===== src/rtl/fir_pkg.sv =====
// Shared types and defaults for the FIR sequencer.
package fir_pkg;

  typedef enum logic [1:0] {
    IDLE  = 2'd0,
    CALC  = 2'd1,
    DRAIN = 2'd2,
    DONE  = 2'd3
  } fir_state_t;

  localparam int FIR_SIZE_DEFAULT = 64;

endpackage


===== src/rtl/fir_tap_counter.sv =====
// Tap index counter: synchronous clear, count enable, terminal-count flag at
// FIR_size-1 and wrap to 0, so the index never leaves 0..FIR_size-1.
module fir_tap_counter
  import fir_pkg::*;
#(
  parameter int FIR_size = FIR_SIZE_DEFAULT,
  parameter int ADDR_W   = $clog2(FIR_size)
) (
  input  logic              clk,
  input  logic              rst,
  input  logic              i_clear,
  input  logic              i_enable,
  output logic [ADDR_W-1:0] o_count,
  output logic              o_tc
);

  localparam logic [ADDR_W-1:0] LAST = ADDR_W'(FIR_size - 1);

  logic [ADDR_W-1:0] r_count;

  assign o_count = r_count;
  assign o_tc    = (r_count == LAST);

  // Count up while enabled; wrap explicitly at the last tap for non power-of-2 sizes.
  always_ff @(posedge clk) begin
    if (rst || i_clear) begin
      r_count <= '0;
    end else if (i_enable) begin
      r_count <= o_tc ? '0 : r_count + 1'b1;
    end
  end

endmodule


===== src/rtl/fir_controller.sv =====
// Sequencer for a serial multiply-accumulate FIR datapath.
// Optional feature: define FIR_CTRL_OVERRUN_EN to build the sticky overrun flag;
// otherwise overrun is tied low and no flag register exists.
//
// state | meaning
// IDLE  | waiting for first sample, datapath flushed
// CALC  | stepping tap address 0..FIR_size-1
// DRAIN | last product enters accumulator
// DONE  | result final on dout, ready for next sample
module fir_controller
  import fir_pkg::*;
#(
  parameter  int FIR_size     = FIR_SIZE_DEFAULT,
  localparam int address_size = $clog2(FIR_size)
) (
  input  logic                    clk,
  input  logic                    rst,
  input  logic                    in_valid,
  output logic                    in_ready,
  output logic                    shift,
  output logic                    flush,
  output logic                    freeze,
  output logic [address_size-1:0] address,
  output logic                    out_valid,
  output logic                    overrun
);

  fir_state_t              r_state;
  fir_state_t              w_state_next;
  logic                    w_cnt_clear;
  logic                    w_cnt_en;
  logic                    w_cnt_tc;
  logic [address_size-1:0] w_count;

  fir_tap_counter #(
    .FIR_size (FIR_size),
    .ADDR_W   (address_size)
  ) u_tap_counter (
    .clk      (clk),
    .rst      (rst),
    .i_clear  (w_cnt_clear),
    .i_enable (w_cnt_en),
    .o_count  (w_count),
    .o_tc     (w_cnt_tc)
  );

  // State register.
  always_ff @(posedge clk) begin
    if (rst) begin
      r_state <= IDLE;
    end else begin
      r_state <= w_state_next;
    end
  end

  // Next-state and output decode; rst forces the safe flushed/frozen outputs.
  always_comb begin
    w_state_next = r_state;
    w_cnt_clear  = 1'b0;
    w_cnt_en     = 1'b0;
    in_ready     = 1'b0;
    shift        = 1'b0;
    flush        = 1'b0;
    freeze       = 1'b0;
    address      = '0;
    out_valid    = 1'b0;
    if (rst) begin
      flush  = 1'b1;
      freeze = 1'b1;
    end else begin
      case (r_state)
        IDLE: begin
          in_ready = 1'b1;
          flush    = 1'b1;
          freeze   = 1'b1;
          shift    = in_valid;
          if (in_valid) begin
            w_state_next = CALC;
            w_cnt_clear  = 1'b1;
          end
        end
        CALC: begin
          address  = w_count;
          w_cnt_en = 1'b1;
          if (w_cnt_tc) begin
            w_state_next = DRAIN;
          end
        end
        DRAIN: begin
          freeze       = 1'b1;
          w_state_next = DONE;
        end
        DONE: begin
          out_valid = 1'b1;
          freeze    = 1'b1;
          in_ready  = 1'b1;
          shift     = in_valid;
          flush     = in_valid;
          if (in_valid) begin
            w_state_next = CALC;
            w_cnt_clear  = 1'b1;
          end
        end
        default: begin
          w_state_next = IDLE;
        end
      endcase
    end
  end

`ifdef FIR_CTRL_OVERRUN_EN
  logic r_overrun;

  // Sticky flag: a sample was offered while the sequencer was busy.
  always_ff @(posedge clk) begin
    if (rst) begin
      r_overrun <= 1'b0;
    end else if (in_valid && !in_ready) begin
      r_overrun <= 1'b1;
    end
  end

  assign overrun = r_overrun;
`else
  assign overrun = 1'b0;
`endif

endmodule

===== config.mk =====
export PLATFORM = sky130hd
export DESIGN_NAME = fir_controller
export DESIGN_NICKNAME = d
export VERILOG_FILES = /design/src/rtl/fir_pkg.sv /design/src/rtl/fir_tap_counter.sv /design/src/rtl/fir_controller.sv
export SDC_FILE = /design/constraint.sdc
export NUM_CORES = 1
export LEC_CHECK = 0
export CAP_MARGIN = 40
export CORE_AREA = 2 2 39 41
export CTS_BUF_LIST = sky130_fd_sc_hd__clkbuf_8
export DETAILED_ROUTE_END_ITERATION = 6
export DIE_AREA = 0 0 41 43
export PLACE_DENSITY_LB_ADDON = 0.08
export SYNTH_ARGS = -nofsm -noshare
export SYNTH_HDL_FRONTEND = slang
export SYNTH_SLANG_ARGS = --single-unit

===== constraint.sdc =====
create_clock -name clk -period 1.9 [get_ports clk]
set_clock_uncertainty 0.2 [all_clocks]
set_input_delay 0.285 -clock clk [delete_from_list [all_inputs] [get_ports clk]]
set_output_delay 0.285 -clock clk [all_outputs]
set_load 0.02 [all_outputs]

[Yosys cells after proc, flatten, opt, wreduce, memory -nomap -nowiden]
Index checks and enable logic that the tools add are counted.
Word-level totals
  bits in registers: 8
  output and inout port bits: 12
  word-level logic and storage cells: 35
Operators by class
  add/subtract/negate cells: 1
  equal/unequal tests: 6
  multiplexer cells: 21
  reductions and logical operators: 5
Operators by type and width (count)
  $mux 6: 3
  $mux 1: 14
  $add 6x1->6 const B: 1
  $eq 6x6->1 const B: 1
  $pmux 2 s3: 1
  $eq 2x2->1 const B: 2
  $mux 2: 2
  $ne 2x1->1 const B: 2
  $reduce_or 3->1: 1
  $eq 2x1->1 const B: 1
  $logic_not 2->1: 1
  $pmux 1 s2: 1
  $reduce_and 2->1: 1
  $reduce_or 2->1: 1
  $logic_or 1x1->1: 1

[Longest topological paths before layout]
Gate-level depths: netlist (run 1).
  depth in word-level cells: 5
  mapped depth: 6
  mapped depth without buffers: 6

[Cells and area by module]
Synthesis (run 1) repeated with hierarchy kept, for this count alone.
Second synthesis, totals
  cells, all modules: 61
  area total of the unflattened synthesis: 514.2 um^2
By module, submodules not included
  fir_tap_counter: times used 1, cells an instance 30, area each 280.3 um^2, sequential area each 120.1 um^2
  fir_controller: times used 1, cells an instance 31, area each 234.0 um^2, sequential area each 40.0 um^2

[Least setup slack after synthesis (run 1)]
Ideal clock, no wire load.
  path type: register to output
  from: register r_state[0]
  to: output port shift
  arrival: 1356 ps
  data required time: 1415 ps
  slack: 59 ps
  cell stages (with the launch flop): 5
  path buffers: 0
  cells stage by stage: dfxtp_1 -> inv_1 -> ha_1 -> nor2_1 -> and2_1
On the way
  cells in the longest elaborated chain, start to end: 4
  elaborated cells on any way between the ends: 5
RTL lines
  start, declared: RTL line fir_controller.sv:28  | fir_state_t r_state;
  start signal, assigned: RTL line fir_controller.sv:52  | r_state <= w_state_next;
  $eq 2x2->1 / $logic_not 2->1 (equally long branches): RTL line fir_controller.sv:71  | case (r_state)
  $reduce_or 2->1 (no line) *
  $mux 1 *: RTL line fir_controller.sv:71
  $mux 1 *: RTL line fir_controller.sv:67  | if (rst) begin
  end, declared: RTL line fir_controller.sv:20  | output logic shift,
Every way passes the cells marked *; elsewhere a longest branch is shown, timed or not.

[Worst setup path after layout (run 1)]
  from: register r_state[0]
  to: output port address[5]
On the way
  cells in the longest elaborated chain, start to end: 3
RTL lines
  $eq 2x1->1: RTL line fir_controller.sv:71
  $mux 6: RTL line fir_controller.sv:71
  $mux 6: RTL line fir_controller.sv:67
  end, declared: RTL line fir_controller.sv:23  | output logic [address_size-1:0] address,
Every way passes these cells.

==> results of run 1 <==
-- Yosys cell counts --
library cell / number / share of area, %
a21oi_1: 5 / 4.9
and2_1: 5 / 6.2
and2b_4: 1 / 2.0
buf_4: 1 / 1.5
conb_1: 1 / 0.74
dfxtp_1: 8 / 32
ha_1: 4 / 9.9
inv_1: 6 / 4.4
inv_4: 1 / 1.2
nand2_1: 6 / 4.4
nand2b_1: 2 / 2.5
nand3_1: 2 / 2.0
nand3b_1: 1 / 1.5
nand4_1: 1 / 1.2
nor2_1: 5 / 3.7
nor2b_1: 1 / 1.2
o2111ai_1: 1 / 1.7
o211ai_1: 1 / 1.5
o21a_1: 1 / 1.5
o21ai_0: 5 / 4.9
o22ai_1: 1 / 1.2
o311ai_1: 2 / 3.4
o31ai_1: 1 / 1.5
or3_1: 3 / 3.7
xor2_1: 1 / 1.7
-- power groups by stage --
stage	registers (uW)	logic (uW)	clock network [uW]
floorplan	220	244	0
global placement	219	452	0
detailed placement	219	453	0
CTS	215	435	217
global route	219	473	222
finish	215	427	211
-- tightest hold or removal path, stage by stage (launching register included) --
cell	delay (ps)
dfxtp_1	320
o22ai_1	110
nor2_1	50
-- final timing paths --
| kind | slack [ps] | from | endpoint | depth (start not counted) |
|---|---|---|---|---|
| worst max-delay path | 70 | r_state[0]$_SDFFE_PP0P_ | address[5] | 5 |
| worst min-delay path | 320 | u_tap_counter.o_count[1]$_SDFFE_PP0P_ | u_tap_counter.o_count[1]$_SDFFE_PP0P_ | 2 |
| worst max register to register | 160 | r_state[0]$_SDFFE_PP0P_ | u_tap_counter.o_count[3]$_SDFFE_PP0P_ | 7 |
| worst min register to register | 320 | u_tap_counter.o_count[1]$_SDFFE_PP0P_ | u_tap_counter.o_count[1]$_SDFFE_PP0P_ | 2 |
-- state kept, by name, indices dropped and copies added (netlist names) --
| name | flops |
|---|---|
| u_tap_counter.o_count | 6 |
| r_state | 2 |
-- layout by cell type, fill, tap and decap left out, drive strengths merged, types with 2 or more instances in the layout --
cell type and n:
buf 21, dfxtp 8, inv 7, nand2 6, and2 5, a21oi 5
o21ai 5, nor2 5, ha 4, clkbuf 4, or3 3, nand3 2
nand2b 2, o311ai 2, clkdlybuf4s50 2
-- routing by layer --
layer | GRT usage, % | share of wire (%) | vias to the layer above
met4 | 8.000 | 0 | 0
met2 | 24.69 | 50 | 5
met5 | 0 | 0 | -
met3 | 6.283 | 3.8 | 0
met1 | 22.58 | 46 | 252
li1 | - | - | 284
-- area by class of cell --
class | count | area (sq um)
multi-input combinational | 50 | 316.6
inverter | 7 | 28.78
clock buffer | 3 | 41.29
tap | 16 | 20.02
fill | 144 | 645.6
sequential | 8 | 160.2
timing repair buffer | 25 | 171.4
-- kinds of logic (layout without fill, tap and decap cells) --
| family | count (synthesis) | after routing | share of synthesized area [%] |
|---|---|---|---|
| buf+inv | 8 | 35 | 7.144 |
| fa+ha+maj | 4 | 4 | 9.853 |
| simple gates | 27 | 27 | 28.33 |
| xor+xnor | 1 | 1 | 1.724 |
| compound gates | 17 | 17 | 20.69 |
| flops | 8 | 8 | 31.53 |
| other cells | 1 | 1 | 0.7382 |
-- through the flow --
stage	power (uW)	worst slack, ps	hold WS, ps	util [%]	TNS, ps
global route	914.3	12.88	359.2	53.35	0
CTS	867.3	7.515	324.5	53.98	0
finish	853.3	69.42	323.0	53.35	0
global placement	670.7	-315.9	301.4	53.53	-2949
floorplan	464.2	59.37	189.1	-	0
detailed placement	672.1	-329.3	318.6	53.53	-3014
==> summary.md, run 1 <==
| Metric | Value |
|---|---|
| Outcome | completed |
| CP Capture Type | output port |
| Syn Std Cell Area | approximately 510 sq um |
| Die Y | 43 microns |
| DR vias/cell | approximately 5 |
| Syn-to-layout area delta | 45.32% |
| Post-Synthesis Cells | 66 |
| Bufs and invs on worst path | 2 |
| Total Wirelength | 1.247 mm |
| Global-route wire length before repair | 2.035 mm |
| H-tree lvl count | 1 |
| Clk Latency, worst-skew pair | 230 ps |
| CTS Buf Count | 3 |
| Net Count, Synth | 73 |
| Post-layout min period | approximately 1800 ps |
| Clock Power Share | 24.7% |
| Int Power | 534.4 uW |
| Pre-antenna DRT Iters | 4 |
| Vias in the first global route | 491 |
| Cell leakage power | 0.0003401 uW |
| Max Root-Sink Buffers | 2 |
| Number of distinct library cells after synthesis | 25 |
| Max stage delay on crit path | 300 ps |
| Share of layout cells above drive strength 1 | 31.18% |
| DR vias | 541 |
| FMAX | 546.3 MHz |
| Post-CTS sizing | 37 |
| Rows | 14 |
| # hold bufs at CTS | 0 |
| Crit path cell chain | buf_4, ha_2, and2b_4, and2_1, buf_2 |
| Sequential element share of the synthesized area | 31.53% |
| Comb pwr share | 50.1% |
| CTS Root Cell | clkbuf_8 |
| # Max-Cap Violations | 0 |
| Ant diodes | 0 |
| Ports | 15 |
| Core area | roughly 1400 sq um |
| Gr usage total | 17.39% |
| Dpl cell area | 740.7 sq um |
| Nets@finish | 102 |
| Initial antenna violation count | 0 |
| Kind of cell adding the most delay to the critical path | simple AND/OR/NAND/NOR gates |
| Crit-path max FO | 6 |
| P per Cell Area | approximately 1200 nW/um^2 |
| Largest net degree at the start of global routing | 8 |
| GRT overflow | 0 |
| Syn Area/Cell | slightly below 8 sq um |
| CTS tree | yes |
| Sw Share | 37.38% |
| Max Transition Viols Final | 0 |
| Required @ worst endpoint | ~1400 ps |
| Postcts setup bufs | 0 |
| # port buffers | 13 |
| Die W | between 40 and 50 microns |
| RSZ-0062 raised after global routing | false |
| Die area | approximately 1800 sq um |
| Setup CP Type | flop to output port |
| Hpwl dp | 972.7 microns |
| CTS clk-pin slew, worst paths | 50 ps |
| Sw power | 318.9 uW |
| Placed insts | 106 |
| Startpoint types | flop |
| Initial Utilization | 36.71% |
| Slowest-stage cell, CP | dfxtp_1 |
| DRC | 0 |
| Yosys warns | 0 |
| 1st-iter DRT viols | 3 |
| Sequential Power Share | 25.2% |
| FF+latch count, synth | 8 |
| # setup viols final | 0 |
| HP Class | flop to flop |
| Peak VDD IR | roughly 0.58 mV |
| Number of routed nets with antenna violations | 0 |
| WP data arrival | 1350 ps |
| Post-route insts no fill | 109 |
| WL/cell | 11.44 microns |
| Final period utilization | 96.35% |
| Gpl congestion | 0.7632 |
| Hold Vio Cnt, Final | 0 |
| Fin area | 738.2 sq um |
| CTS sink cnt | 8 |
Note: power is estimated with default switching activity, not from simulation.
==> run 2: changes to the inputs <==
- MAX_ROUTING_LAYER: not set -> met4
==> run 2 against run 1 <==
Core utilization unchanged; worst hold slack about the same; fmax about the same; sequential share of layout area unchanged.
==> summary.md, run 2 (synthesis results as in run 1) <==
| Metric | Value |
|---|---|
| Outcome | completed |
| Vias in the first global route | 492 (+0.20%) |
| Pre-antenna DRT Iters | 4 (unchanged) |
| Critical Path Stages | 5 (unchanged) |
| Initial Utilization | 36.71% (unchanged) |
| HP Class | flop to flop |
| Hpwl dp | 972.7 microns (unchanged) |
| CP Capture Point | address[5] |
| Number of routed nets with antenna violations | 0 (unchanged) |
| DR vias/cell | 4.945 (-0.37%) |
| Core area | 1384 sq um (unchanged) |
| Filler instances | 144 (unchanged) |
| Die Y | 43 microns (unchanged) |
| CTS Buf Count | 3 (unchanged) |
| # setup viols final | 0 (unchanged) |
| Register Area | 160.2 sq um (unchanged) |
| Gr usage total | 17.82% (+0.43 points) |
| Hold Vio Cnt, Final | 0 (unchanged) |
| CTS clk-pin slew, worst paths | 50 ps (about the same) |
| Hold slack | 323.0 ps (+0.002000 ps) |
| P per Cell Area | 1156 nW/um^2 (about the same) |
| Ant diodes | 0 (unchanged) |
| Worst r2r src | r_state[0]$_SDFFE_PP0P_ |
| Largest net degree at the start of global routing | 8 (unchanged) |
| Most common cell after layout, fill and taps aside | buf_4 |
| Largest register FFs | 6 (unchanged) |
| Total Wirelength | 1.245 mm (-0.16%) |
| Die area | 1763 sq um (unchanged) |
| Bufs and invs on worst path | 2 (unchanged) |
| WL/cell | 11.42 microns (-0.16%) |
| H-tree lvl count | 1 (unchanged) |
| Post-layout min period | 1831 ps (-0.06840 ps) |
| # Max-Cap Violations | 0 (unchanged) |
| CTS sink cnt | 8 (unchanged) |
| Syn-to-layout area delta | 45.32% (unchanged) |
| Nets@finish | 102 (unchanged) |
| DRC | 0 (unchanged) |
| 1st-iter DRT viols | 3 (unchanged) |
| Gpl congestion | 0.7733 (+1.3%) |
| CP Capture Type | output port |
| Ports | 15 (unchanged) |
| Required @ worst endpoint | 1410 ps (about the same) |
| Max stage delay on crit path | 300 ps (about the same) |
| Die W | 41 microns (unchanged) |
| DR vias | 539 (-0.37%) |
| Setup CP Type | flop to output port |
| Rows | 14 (unchanged) |
| Reg2reg setup slack | 170 ps (about the same) |
| Footprint of the multi-input gates | 316.6 sq um (unchanged) |
| Final Util | 53.35% (unchanged) |
| Peak VDD IR | 0.5844 mV (about the same) |
| Max Root-Sink Buffers | 2 (unchanged) |
| R2R cell count | 7 (unchanged) |
| # hold bufs at CTS | 0 (unchanged) |
| CP startpoint | r_state[0]$_SDFFE_PP0P_ |
| RR Endpoint | u_tap_counter.o_count[3]$_SDFFE_PP0P_ |
| Final period utilization | 96.34% (about the same) |
| Share of layout cells above drive strength 1 | 31.18% (unchanged) |
| RSZ-0062 raised after global routing | false |
| CTS Root Cell | clkbuf_8 |
| Max Transition Viols Final | 0 (unchanged) |
| Leading cell types in the layout, fill and taps excluded | buf_4, buf_2, dfxtp_1 |
| Global-route wire length before repair | 2.028 mm (-0.34%) |
| FMAX | 546.3 MHz (about the same) |
| Crit path cell chain | buf_4, ha_2, and2b_4, and2_1, buf_2 |
| # port buffers | 13 (unchanged) |
| Crit-path max FO | 6 (unchanged) |
| Kind of cell adding the most delay to the critical path | simple AND/OR/NAND/NOR gates |
| Cell leakage power | 0.0003401 uW (unchanged) |
| Slowest-stage cell, CP | dfxtp_1 |
| Initial antenna violation count | 0 (unchanged) |
| Startpoint types | flop |
| Clk Latency, worst-skew pair | 230 ps (about the same) |
| WP data arrival | 1350 ps (about the same) |
| GRT overflow | 0 (unchanged) |
| CTS tree | yes |
-- run 2: timing repair --
action | in CTS | in global routing
setup buffers | 0 | 0
endpoints found under the setup margin | 11 | 6
resized for setup | 37 | 7
-- run 2: final cells by class --
type                            instances  share of cell area (%)
Tap cell                               16                   2.712
Clock buffer                            3                   5.593
Timing Repair Buffer                   25                   23.22
Sequential cell                         8                   21.69
Multi-Input combinational cell         50                   42.88
Inverter                                7                   3.898
-- run 2: worst register-to-register path: stages (launching register included) --
cell and delay [ps]:
dfxtp_1 320, buf_4 120, ha_2 170, buf_4 140, nand3b_1 100, buf_4 150, or3_1 340, a21oi_1 130
-- run 2: metal layers --
| layer | wire, microns | up-vias | global-route usage [%] |
|---|---|---|---|
| li1 | - | 283 | - |
| met5 | 0 | - | - |
| met4 | 0 | 0 | 8.000 |
| met2 | 626 | 8 | 24.69 |
| met3 | 55 | 0 | 6.283 |
| met1 | 563 | 248 | 22.58 |
-- run 2: power breakdown --
group | switching [uW] | internal, uW | leakage (uW)
clock | 73.2 | 138 | 0.0000216
combinational | 227 | 200 | 0.000253
sequential | 18.2 | 197 | 0.0000652
total | 319 | 534 | 0.000340
-- run 2: through the flow --
step                TNS [ps]  instances  worst slack, ps  instance area [sq um]  total power, uW
floorplan                  0         66            59.37                  508.0            464.2
global placement       -2949        106           -315.9                  740.7            670.7
detailed placement     -3014        106           -329.3                  740.7            672.1
CTS                        0        109            7.515                  747.0            867.3
global route               0        109            12.88                  738.2            914.3
finish                     0        109            69.49                  738.2            853.3
-- run 2: worst min-delay path by stage --
stage | startpoint | endpoint | slack, ps | cells after the start
after global placement | u_tap_counter.o_count[3]$_SDFFE_PP0P_ | u_tap_counter.o_count[3]$_SDFFE_PP0P_ | 300 | 2
final | u_tap_counter.o_count[1]$_SDFFE_PP0P_ | u_tap_counter.o_count[1]$_SDFFE_PP0P_ | 320 | 2
after floorplan | rst | r_state[0]$_SDFFE_PP0P_ | 190 | 1
after detailed placement | u_tap_counter.o_count[1]$_SDFFE_PP0P_ | u_tap_counter.o_count[1]$_SDFFE_PP0P_ | 320 | 2
after CTS | u_tap_counter.o_count[1]$_SDFFE_PP0P_ | u_tap_counter.o_count[1]$_SDFFE_PP0P_ | 320 | 2
after global routing | u_tap_counter.o_count[1]$_SDFFE_PP0P_ | u_tap_counter.o_count[1]$_SDFFE_PP0P_ | 360 | 2
==> run 3: changes to the inputs <==
- CTS_CLUSTER_SIZE: not set -> 14
==> results of run 3 <==
No change in the layout: final DEF, timing and power equal those of run 2.
